<file path="src/rtl/tx_pkg.sv">
// Shared definitions for the router output-port transmitter: FSM encoding and
// packet geometry helpers.
package tx_pkg;

  typedef enum logic [1:0] {
    IDLE = 2'd0,
    LOAD = 2'd1,
    WAIT = 2'd2,
    GAP  = 2'd3
  } tx_state_e;

  function automatic int unsigned flit_count(input int unsigned buff_bits);
    return 32'd1 << buff_bits;
  endfunction

  // Bit position of the head-flit marker inside a flit.
  function automatic int unsigned head_bit(input int unsigned size);
    return size - 32'd1;
  endfunction

endpackage

</file>
<file path="src/rtl/tx_rr_arbiter.sv">
// Combinational round-robin pick: lowest requesting index at or after ptr,
// wrapping modulo PORTS.
module rr_arbiter #(
  parameter int unsigned PORTS     = 5,
  parameter int unsigned PORT_BITS = 3
) (
  input  logic [PORTS-1:0]     req,
  input  logic [PORT_BITS-1:0] ptr,
  output logic                 any,
  output logic [PORT_BITS-1:0] idx,
  output logic [PORTS-1:0]     onehot
);

  logic [PORTS-1:0] rot;
  int unsigned      off;
  int unsigned      sum;

  // Rotate so that bit 0 is the port at ptr, then find the first set bit.
  always_comb begin
    rot = PORTS'({req, req} >> ptr);
    any = 1'b0;
    off = 32'd0;
    for (int k = int'(PORTS) - 1; k >= 0; k--) begin
      if (rot[k]) begin
        any = 1'b1;
        off = 32'(k);
      end
    end
    sum = 32'(ptr) + off;
    if (sum >= PORTS) sum = sum - PORTS;
    idx    = PORT_BITS'(sum);
    onehot = any ? (PORTS'(1) << idx) : '0;
  end

endmodule

</file>
<file path="src/rtl/tx.sv">
// Router output-port transmitter: round-robin grant, packet read from the rx
// buffers, 2-phase req/ack link serialiser. Optional checker: TX_PROTO_CHK_EN.
module tx
  import tx_pkg::*;
#(
  parameter int          ID        = 0,
  parameter              MOD_NAME  = "TX",
  parameter int unsigned SIZE      = 8,
  parameter int unsigned BUFF_BITS = 3,
  parameter int unsigned PORTS     = 5,
  parameter int unsigned PORT_BITS = 3
) (
  input  logic                  clk,
  input  logic                  reset,
  input  logic [PORTS-1:0]      sw_req,
  output logic [PORTS-1:0]      sw_gnt,
  output logic [BUFF_BITS-1:0]  buf_addr,
  input  logic [PORTS*SIZE-1:0] buf_data,
  output logic                  ch_req,
  output logic [SIZE-1:0]       ch_flit,
  input  logic                  ch_ack
`ifdef TX_PROTO_CHK_EN
  ,
  output logic                  proto_err
`endif
);

  localparam int unsigned FLIT_COUNT = flit_count(BUFF_BITS);
  localparam logic [BUFF_BITS-1:0] LAST_ADDR = BUFF_BITS'(FLIT_COUNT - 1);
  localparam logic [PORT_BITS-1:0] LAST_PORT = PORT_BITS'(PORTS - 1);

  if (PORTS > (32'd1 << PORT_BITS)) begin : g_bad_port_bits
    $error("%s%0d: PORT_BITS too narrow for PORTS", MOD_NAME, ID);
  end

  tx_state_e            state_q, state_n;
  logic [PORTS-1:0]     gnt_q, gnt_n;
  logic [PORT_BITS-1:0] sel_q, sel_n;
  logic [BUFF_BITS-1:0] addr_q, addr_n;
  logic [PORT_BITS-1:0] ptr_q, ptr_n;
  logic                 req_q, req_n;
  logic [SIZE-1:0]      flit_q, flit_n;
  logic                 ack_q;
  logic                 ack_evt;
  logic [SIZE-1:0]      lane;

  logic                 arb_any;
  logic [PORT_BITS-1:0] arb_idx;
  logic [PORTS-1:0]     arb_onehot;

  rr_arbiter #(
    .PORTS     (PORTS),
    .PORT_BITS (PORT_BITS)
  ) u_arb (
    .req    (sw_req),
    .ptr    (ptr_q),
    .any    (arb_any),
    .idx    (arb_idx),
    .onehot (arb_onehot)
  );

  assign ack_evt = ch_ack ^ ack_q;

  // Read-data mux for the granted rx buffer.
  always_comb begin
    lane = '0;
    for (int p = 0; p < int'(PORTS); p++) begin
      if (sel_q == PORT_BITS'(p)) lane = buf_data[p*SIZE +: SIZE];
    end
  end

  always_ff @(posedge clk or posedge reset) begin
    if (reset) begin
      state_q <= IDLE;
      gnt_q   <= '0;
      sel_q   <= '0;
      addr_q  <= '0;
      ptr_q   <= '0;
      req_q   <= 1'b0;
      flit_q  <= '0;
      ack_q   <= 1'b0;
    end else begin
      state_q <= state_n;
      gnt_q   <= gnt_n;
      sel_q   <= sel_n;
      addr_q  <= addr_n;
      ptr_q   <= ptr_n;
      req_q   <= req_n;
      flit_q  <= flit_n;
      ack_q   <= ch_ack;
    end
  end

  always_comb begin
    state_n = state_q;
    gnt_n   = gnt_q;
    sel_n   = sel_q;
    addr_n  = addr_q;
    ptr_n   = ptr_q;
    req_n   = req_q;
    flit_n  = flit_q;
    case (state_q)
      IDLE: begin
        if (arb_any) begin
          gnt_n   = arb_onehot;
          sel_n   = arb_idx;
          addr_n  = '0;
          ptr_n   = (arb_idx == LAST_PORT) ? '0 : arb_idx + PORT_BITS'(1);
          state_n = LOAD;
        end
      end
      LOAD: begin
        flit_n  = lane;
        req_n   = ~req_q;
        state_n = WAIT;
      end
      WAIT: begin
        if (ack_evt) begin
          if (addr_q == LAST_ADDR) begin
            gnt_n   = '0;
            state_n = GAP;
          end else begin
            addr_n  = addr_q + BUFF_BITS'(1);
            state_n = LOAD;
          end
        end
      end
      GAP:     state_n = IDLE;
      default: state_n = IDLE;
    endcase
  end

  assign sw_gnt   = gnt_q;
  assign buf_addr = addr_q;
  assign ch_req   = req_q;
  assign ch_flit  = flit_q;

`ifdef TX_PROTO_CHK_EN
  logic perr_q;

  // An ack toggle is only legal while a flit is outstanding.
  always_ff @(posedge clk or posedge reset) begin
    if (reset) perr_q <= 1'b0;
    else if (ack_evt && state_q != WAIT) perr_q <= 1'b1;
  end

  assign proto_err = perr_q;

  always @(posedge clk) begin
    if (!reset) begin
      if (state_q == IDLE && arb_any)
        $display("%s%0d: grant port %0d", MOD_NAME, ID, arb_idx);
      if (state_q == LOAD)
        $display("%s%0d: flit addr %0d data %h", MOD_NAME, ID, addr_q, lane);
      if (state_q == WAIT && ack_evt && addr_q == LAST_ADDR)
        $display("%s%0d: packet done port %0d", MOD_NAME, ID, sel_q);
    end
  end
`endif

endmodule

</file>
<file path="config.mk">
export PLATFORM = sky130hd
export DESIGN_NAME = tx
export DESIGN_NICKNAME = d
export VERILOG_FILES = /design/src/rtl/tx_pkg.sv /design/src/rtl/tx_rr_arbiter.sv /design/src/rtl/tx.sv
export SDC_FILE = /design/constraint.sdc
export NUM_CORES = 1
export LEC_CHECK = 0
export CAP_MARGIN = 0
export CORE_ASPECT_RATIO = 1.25
export CORE_MARGIN = 8
export CORE_UTILIZATION = 49
export DETAILED_ROUTE_END_ITERATION = 8
export GPL_TIMING_DRIVEN = 0
export PLACE_DENSITY_LB_ADDON = 0.3
export SLEW_MARGIN = 5
export SYNTH_ARGS = -nofsm -noshare
export SYNTH_HDL_FRONTEND = slang
export SYNTH_SLANG_ARGS = --single-unit
</file>
<file path="constraint.sdc">
create_clock -name clk -period 9.5 [get_ports clk]
set_input_delay 2.375 -clock clk [delete_from_list [all_inputs] [get_ports clk]]
set_output_delay 2.375 -clock clk [all_outputs]
set_load 0.02 [all_outputs]
</file>
==> results.md, run 1 <==
Critical path:
- The length in cells of the worst reg-to-reg path is 16.
- Walking the worst path, the cells encountered are clkdlybuf4s50_1 > mux2i_1 > mux4_2 > or2b_1 > a221o_1 > o21ai_0 > ha_1 > fa_1 > inv_1 > ha_1 > nor2b_1 > o21ai_0 > a211oi_1 > mux2i_1 > nor2b_1 > a32o_1.
- The type of element launching the critical path is an input pin.
- Among all stages on the critical path, the largest delay is contributed by mux2i_1.
- In this design, the largest share of critical-path delay is due to compound AO/OA/AOI/OAI gates.
- The reg2reg setup slack is between 4000 and 5000 ps.
- STA puts the critical path data required time at approximately 9700 ps.
- The peak fanout along the critical path is 6.
- The critical path is of the in -> reg type.
- The delay of the slowest critical-path stage is about 580 ps.
- The source of the worst register-to-register timing path is ptr_q[0].
- The worst register-to-register path ends at sw_gnt[0].
- Data arrives at the worst endpoint at between 7000 and 8000 ps.
- The sort of element at the end of the critical path is a flip-flop.
- The critical path buffer and inverter count is 2.

Power:
- The power density normalized to cell area is between 400 and 500 mW/mm2.
- Summed over all nets, the switching power comes to approximately 520 uW.
- The standby leakage power is 0.00108 uW.
- The part of the power in registers is 0.180.
- The worst-case IR drop observed on VDD is approximately 0.21 mV.
- The overall power after layout is about 1100 uW.
- The share of total power dissipated in the clock network is 0.065.
- The combinational share of power is 0.755.
- Of the total power, the share spent switching nets is 0.472.
- Internal power comes to between 500 and 600 uW.

Floorplanning:
- The initial core utilization is 0.502.
- For this design the top-level I/O count stands at 65.
- From left edge to right edge, the die measures between 70 and 80 um.
- Row generation in the floorplan step produced 25 rows.
- The y dimension of the die is approximately 85 um.
- The total area inside the core boundary comes to around 0.0037 mm2.
- The full die area is 0.00605 mm2.

Routing:
- After detailed routing, the number of remaining DRC violations is 0.
- After detailed routing, the average wire length per cell comes to approximately 16 um.
- For this run, the detailed router's first-pass iteration total came to 4.
- In this run the remaining antenna-violating nets after routing total 0.
- The first-iteration detailed-routing DRC count is 42.
- Dividing the detail-routed via count by the number of cells gives between 5 and 6.
- Wires add up to approximately 4600 um.
- The via count of the routed design is 1691.

Timing:
- For the pin with the worst max-slew slack, the measured transition is between 900 and 1000 ps.
- The sum of negative setup slack is 0 ps.
- Setup repair after global routing left no endpoint under its margin.
- Derived from the worst setup path, the maximum achievable clock frequency is 0.143 GHz.
- The clock period could shrink to 6990 ps.
- Setup violations remaining at the end of the flow were counted as 0.
- The worst-case headroom to the max-slew limit is 0.360.
- The number of pins with negative max-slew slack in the final report is 0.
- The worst-case clock skew is between 1 and 1.5 ps.
- The count of final hold-check violations is 0.
- Of the available clock period, the critical path in the final layout requires 0.736.

CTS:
- In this run the clock root is driven by a clkbuf_8.
- The buffer depth of the longest clock path is 2.
- TritonCTS built the clock tree.
- Clock tree synthesis found a total of 26 sinks.
- The clock-pin slew on the worst setup and hold paths is ~90 ps.
- Buffers added to address setup during post-CTS repair amount to 0.
- The maximum level of the CTS H-tree is 1.
- The number of buffers created by CTS is 3.
- Hold repair after CTS inserted 0 buffers.
- The clock network latency to the later pin of the worst-skew pair is roughly 260 ps.
- Once the clock tree was built, the resizer swapped 0 gates to a different size.

Synthesis:
- The share of synthesized area in the top cell type comes to 0.349.
- In the post-synthesis netlist, the biggest area contributors are dfrtp_1 35%, mux4_2 11%, ha_1 4.7%.
- The per-instance average area after synthesis is about 10 um2.
- The unique cell type count in the Yosys netlist is 43.
- dfrtp_1 is the most common cell in the netlist.
- The warning count from the yosys run is 0.
- The synthesized design contains 0 enable-type register cells.
- The biggest area contributor in the post-synthesis netlist is dfrtp_1.
- After synthesis the cells add up to approximately 0.0019 mm2.
- The proportion of synthesized chip area in sequential cells is 0.349.
- The number of standard cells after synthesis is approximately 180.
- Sorting the synthesized cells by how often they occur yields 26 x dfrtp_1, 19 x nand2_1, 16 x o21ai_0.
- The synthesized design contains 26 register bits.
- The net count after synthesis is 240.
- Among all flip-flop cells after synthesis, the most frequent one is dfrtp_1.
- The async set-or-reset flop fraction in the synthesized netlist is 1.00.

Global routing:
- In the global route stage, overall resource usage came out at 0.157.
- The via count of the first global-routing pass is 1818.
- The maximum number of pins on one net before global-route repair is 27.
- The number of antenna violations at the first check in global routing was 0.
- For this run the aggregate overflow at the end of global routing stands at 0.
- The first-pass GRT wire length is 7840 um.

Placed design:
- The detailed-placement wirelength estimate is 3910 um.
- Port buffering added 64 buffers.
- At the end of routability-driven placement, the weighted congestion stood at around 0.9.

Min path:
- The worst hold path begins at ch_flit[2].
- The class of the worst hold path is reg -> reg.
- Counting instances, the worst hold path has a depth of 2.
- For hold timing, the worst endpoint is ch_flit[2].

Finish:
- The net count of the finished layout is ~310.
- The antenna diode count is 0.
- In the final layout, the share of cells above drive strength 1 is 0.103.
- The synthesis-to-layout area growth is 39.9%.

Job:
- Across the run, the number of max-cap violations was 0.

Status:
- The flow ran to the end, and the final reports show no timing, DRC or antenna violations.
==> power by group through the flow <==
stage / registers, uW / clock network [uW] / logic (uW)
6_report: 198 / 71.3 / 829
5_1_grt: 204 / 75.9 / 918
4_1_cts: 197 / 71.7 / 831
3_5_place_dp: 200 / 0 / 826
3_3_place_gp: 196 / 0 / 808
2_1_floorplan: 225 / 0 / 600
==> worst min-delay path, delay by kind of cell (launching register included) <==
kind / cells / cell delay (ps)
AO/OA/AOI/OAI: 1 / 60
AND/OR/NAND/NOR: 1 / 50
flip-flops: 1 / 350
==> routing by layer <==
layer	share of wire	global-route usage	up-vias
met2	0.49	0.276	71
li1	-	-	825
met5	0	0	-
met1	0.40	0.158	790
met3	0.096	0.0649	5
met4	0.013	0.0645	0
==> area by class of cell <==
type                    count  area (um2)
plain buffers               6        37.5
clock buffers               4        55.1
fillers                   279        1110
inverters                  14        52.6
multi-input cells         138        1130
flip-flops and latches     26         651
well taps                  40        50.0
repair buffers             64         641
==> cells by family (layout without fill, tap and decap cells) <==
kind of cell             after synthesis  after routing  synth area share
AND/OR/NAND/NOR                       49             49             0.127
multiplexers                          21             21             0.185
flip-flops                            26             26             0.349
AO/OA/AOI/OAI                         54             54             0.205
XOR/XNOR                               6              6            0.0281
adder cells (fa/ha/maj)                8              8            0.0576
buffers and inverters                 20             88            0.0482
==> how the worst max path moves through the flow <==
stage	startpoint	end	slack (ps)	depth (start not counted)
final	sw_req[4]	sw_gnt[0]	2510	16
after global routing	sw_req[4]	sw_gnt[0]	2190	16
after CTS	sw_req[4]	sw_gnt[0]	2520	16
after detailed placement	sw_req[4]	sw_gnt[0]	2260	16
after global placement	sw_req[4]	ptr_q[1]	2330	16
after floorplan	sw_req[4]	ptr_q[1]	3330	15
==> registers in the layout, indices dropped and copies added (netlist names) <==
| name | cells |
|---|---|
| buf_addr | 3 |
| ptr_q | 3 |
| ch_req | 1 |
| sw_gnt | 5 |
| ack_q | 1 |
| ch_flit | 8 |
| state_q | 2 |
| sel_q | 3 |
==> stage by stage <==
step | utilization | hold WS, ps | instance area (um2) | cells | worst slack [ps]
final | 0.702 | 484 | 2610 | 292 | 2510
after global routing | 0.702 | 503 | 2610 | 292 | 2190
after CTS | 0.702 | 489 | 2610 | 292 | 2520
after detailed placement | 0.687 | 470 | 2560 | 288 | 2260
after global placement | 0.687 | 460 | 2560 | 288 | 2330
after floorplan | - | 583 | 1870 | 184 | 3330
==> layout by cell type (no fill, tap or decap), drive strengths merged, types with 6 or more instances in the layout <==
cell type | synthesis | final
nand2 | 19 | 19
a21oi | 8 | 8
ha | 7 | 7
clkbuf | 4 | 8
xnor2 | 6 | 6
nand2b | 6 | 6
inv | 13 | 13
o21ai | 17 | 17
nor2 | 7 | 7
mux2i | 6 | 6
clkdlybuf4s50 | 0 | 64
a22oi | 9 | 9
dfrtp | 26 | 26
mux4 | 10 | 10
(Power assumes the default switching activity.)
==> inputs of run 2 (changes only) <==
--- a/config.mk
+++ b/config.mk
@@ -8,7 +8,7 @@
 export CAP_MARGIN = 0
 export CORE_ASPECT_RATIO = 1.25
 export CORE_MARGIN = 8
-export CORE_UTILIZATION = 49
+export CORE_UTILIZATION = 45
 export DETAILED_ROUTE_END_ITERATION = 8
 export GPL_TIMING_DRIVEN = 0
 export PLACE_DENSITY_LB_ADDON = 0.3
==> constraint.sdc (replaced) <==
create_clock -name clk -period 7.02 [get_ports clk]
set_input_delay 1.755 -clock clk [delete_from_list [all_inputs] [get_ports clk]]
set_output_delay 1.755 -clock clk [all_outputs]
set_load 0.02 [all_outputs]
==> results.md, run 2 (synthesis gave the netlist of run 1 again) <==
Floorplanning:
- The core outline area is around 0.0040 mm2.
- For this design the top-level I/O count stands at between 60 and 70.
- The site row count is 26.
- The die covers roughly 0.0065 mm2.
- Measured along the y axis, the die boundary spans 88.0 um.
- The die boundary width is about 74 um.
- The initial core utilization is 0.463.

CTS:
- The library cell used as clock root buffer is clkbuf_8.
- The post-CTS repair timing setup buffer count is 0.
- The buffer depth of the longest clock path is 2.
- The total number of clock tree sinks is 26.
- At the later pin of the worst-skew pair, clock insertion delay measures 270 ps.
- Once the clock tree was built, the resizer swapped 0 gates to a different size.
- Clock-pin slew was measured on the worst setup and hold paths at 80 ps.
- In this run the number of H-tree levels came out at 1.
- Hold repair after CTS inserted 0 buffers.
- The clock tree from TritonCTS is done.
- The number of buffers created by CTS is 3.

Routing:
- The number of DRC violations after detailed routing is 0.
- The number of detailed-route iterations in the first pass is 5.
- In the routed layout, each cell is associated on average with a via count of 5.55.
- After detailed routing, the wire length on met1 is between 1500 and 2000 um.
- The routed length on met3 is just over 400 um.
- Routed signal wires occupy layers up through met4.
- For this block, the initial DRC count from the detailed router was 90.
- The length of routed met2 wiring is 2320 um.
- Once detail routing completed, the nets flagged for antenna violations numbered 0.
- The wire length after detailed routing is roughly 4600 um.
- The via count of the routed design is 1703.
- The mean routed wirelength per cell is ~15 um.

Critical path:
- The critical path in this run is classified as in -> reg.
- The number of cells on the worst reg-to-reg path is 16.
- The startpoint identified for the worst register-to-register timing path is ptr_q[0].
- The reg2reg setup slack is between 2000 and 2500 ps.
- The required time of the worst setup path is between 7000 and 8000 ps.
- Along the worst path, the maximum fanout reaches 6.
- At the worst endpoint, the arrival time is roughly 6500 ps.
- The sort of element at the end of the critical path is a flip-flop.
- The most critical setup path has its startpoint at sw_req[4].
- In this run the critical register-to-register path is captured at ptr_q[1].
- The type of element launching the critical path is an input pin.

Global routing:
- Entering global routing, the biggest net connects 27 pins.
- Across every metal layer, demand over resource in global routing totals 0.158.
- The number of antenna violations at the first check in global routing is 0.
- The first-pass GRT wire length is 8170 um.
- The aggregate global routing overflow is 0.
- The via count of the first global-routing pass is 1928.

Finish:
- The final-layout fill cell count is around 340.
- The most common cell after layout, fill and taps aside is clkdlybuf4s50_1.
- Leaving out fill and tap cells, the most frequent cells in the layout are 64 x clkdlybuf4s50_1, 26 x dfrtp_1, 19 x nand2_1, 16 x o21ai_0, 12 x inv_1.
- The antenna diode count is 0.
- From synthesis to final layout, the design area changed by 40.3%.
- The register with the most flip-flops in the layout has 8 of them.
- The utilization of the core after routing is 0.649.
- Of the cells placed in the final design, the portion with a size suffix greater than 1 is 0.0996.
- In the final design database the tool counted 309 nets.

Placed design:
- The quantity of I/O buffers inserted on ports is between 60 and 70.
- The detailed-placement wirelength estimate is roughly 3900 um.
- The routability congestion estimate is between 0.8 and 0.9.
- Before CTS, the worst setup slack after placement is ~400 ps.

Timing:
- The worst-case headroom to the max-slew limit is 0.376.
- Setup repair after global routing left no endpoint under its margin.
- Derived from the worst setup path, the maximum achievable clock frequency is around 0.16 GHz.
- For the pin with the worst max-slew slack, the measured transition is ~930 ps.
- The count of final hold-check violations came to 0.
- Clock skew on the completed layout was measured at between 3 and 4 ps.
- The least setup slack across all paths after layout is around 640 ps.
- The share of the cycle needed by the critical path after routing is 0.909.
- The number of pins with negative max-slew slack in the final report is 0.
- The minimum period implied by the final worst setup slack is ~6400 ps.
- The sum of negative setup slack is 0 ps.
- Setup violations remaining at the end of the flow were counted as 0.

Power:
- Of the total power, the share spent switching nets is 0.475.
- The part of the power in registers is 0.181.
- The total internal power is a little under 800 uW.
- The worst-case IR drop observed on VDD is between 0.3 and 0.4 mV.
- The combinational share of power is 0.764.
- Of the total power, the clock network draws 0.056.
- The net switching power of the design is ~700 uW.
- The standby leakage power is between 0.001 and 0.0015 uW.
- The power density normalized to cell area is around 560 mW/mm2.

Job:
- Across the run, the number of max-cap violations was 0.

Min path:
- For hold timing, the worst endpoint is ch_flit[1].
- The tightest min-delay check is of the reg -> reg type.
- The startpoint of the most critical hold path is ch_flit[1].
- The hold-critical path depth is 2.

Status:
- The flow ran to the end, and the final reports show no timing, DRC or antenna violations.
-- run 2: cell count changes in the layout (fill, tap and decap cells not counted), sizes merged --
cell and change:
clkbuf -1
-- run 2: metrics by stage --
step | instance area [um2] | hold slack [ps] | total power, uW | std cells
final | 2620 | 482 | 1470 | 307
after global routing | 2620 | 513 | 1610 | 307
after CTS | 2620 | 486 | 1470 | 307
after detailed placement | 2580 | 470 | 1390 | 304
after global placement | 2580 | 460 | 1360 | 304
after floorplan | 1870 | 583 | 1120 | 184
-- run 2: worst max-delay path by stage --
stage	to	slack [ps]	cells past startpoint
final	ptr_q[1]	640	16
after global routing	ptr_q[1]	220	16
after CTS	ptr_q[1]	670	16
after detailed placement	ptr_q[1]	390	16
after global placement	ptr_q[1]	500	16
after floorplan	ptr_q[1]	1470	15
-- run 2: worst max-delay path, cell delays in order --
cell	delay (ps)
clkdlybuf4s50_1	500
mux2i_1	170
mux4_2	500
or2b_1	250
a221o_1	320
o21ai_0	190
ha_1	230
fa_1	490
inv_1	110
ha_1	210
nor2b_1	180
o21ai_0	100
a211oi_1	570
mux2i_1	570
xnor2_1	120
mux2_2	270
-- run 2: power by group through the flow --
| stage | sequential [uW] | clock [uW] | combinational [uW] |
|---|---|---|---|
| 4_1_cts | 266 | 84.7 | 1120 |
| 3_5_place_dp | 269 | 0 | 1120 |
| 2_1_floorplan | 305 | 0 | 812 |
| 5_1_grt | 276 | 88.9 | 1250 |
| 6_report | 266 | 81.7 | 1120 |
| 3_3_place_gp | 266 | 0 | 1090 |
-- run 2: metal layers --
layer  track usage  vias to the layer above
met5             0                        -
met4        0.0820                        0
met3        0.0527                        7
met2         0.283                       70
met1         0.156                      804
li1              -                      822
-- run 2: layout make-up --
cell class | count | area, um2 | share of cell area
sequential | 26 | 651 | 0.248
clock buffer | 3 | 41.3 | 0.0158
tap | 56 | 70.1 | 0.0268
timing repair buffer | 64 | 641 | 0.245
multi-input combinational | 138 | 1130 | 0.430
buffer | 6 | 37.5 | 0.0143
inverter | 14 | 52.6 | 0.0201
==> inputs of run 3 (changes only) <==
--- a/config.mk
+++ b/config.mk
@@ -9,6 +9,7 @@
 export CORE_ASPECT_RATIO = 1.25
 export CORE_MARGIN = 8
 export CORE_UTILIZATION = 45
+export CTS_CLUSTER_SIZE = 28
 export DETAILED_ROUTE_END_ITERATION = 8
 export GPL_TIMING_DRIVEN = 0
 export PLACE_DENSITY_LB_ADDON = 0.3
==> results of run 3 <==
The final DEF is identical to that of run 2; final timing and power are the same.
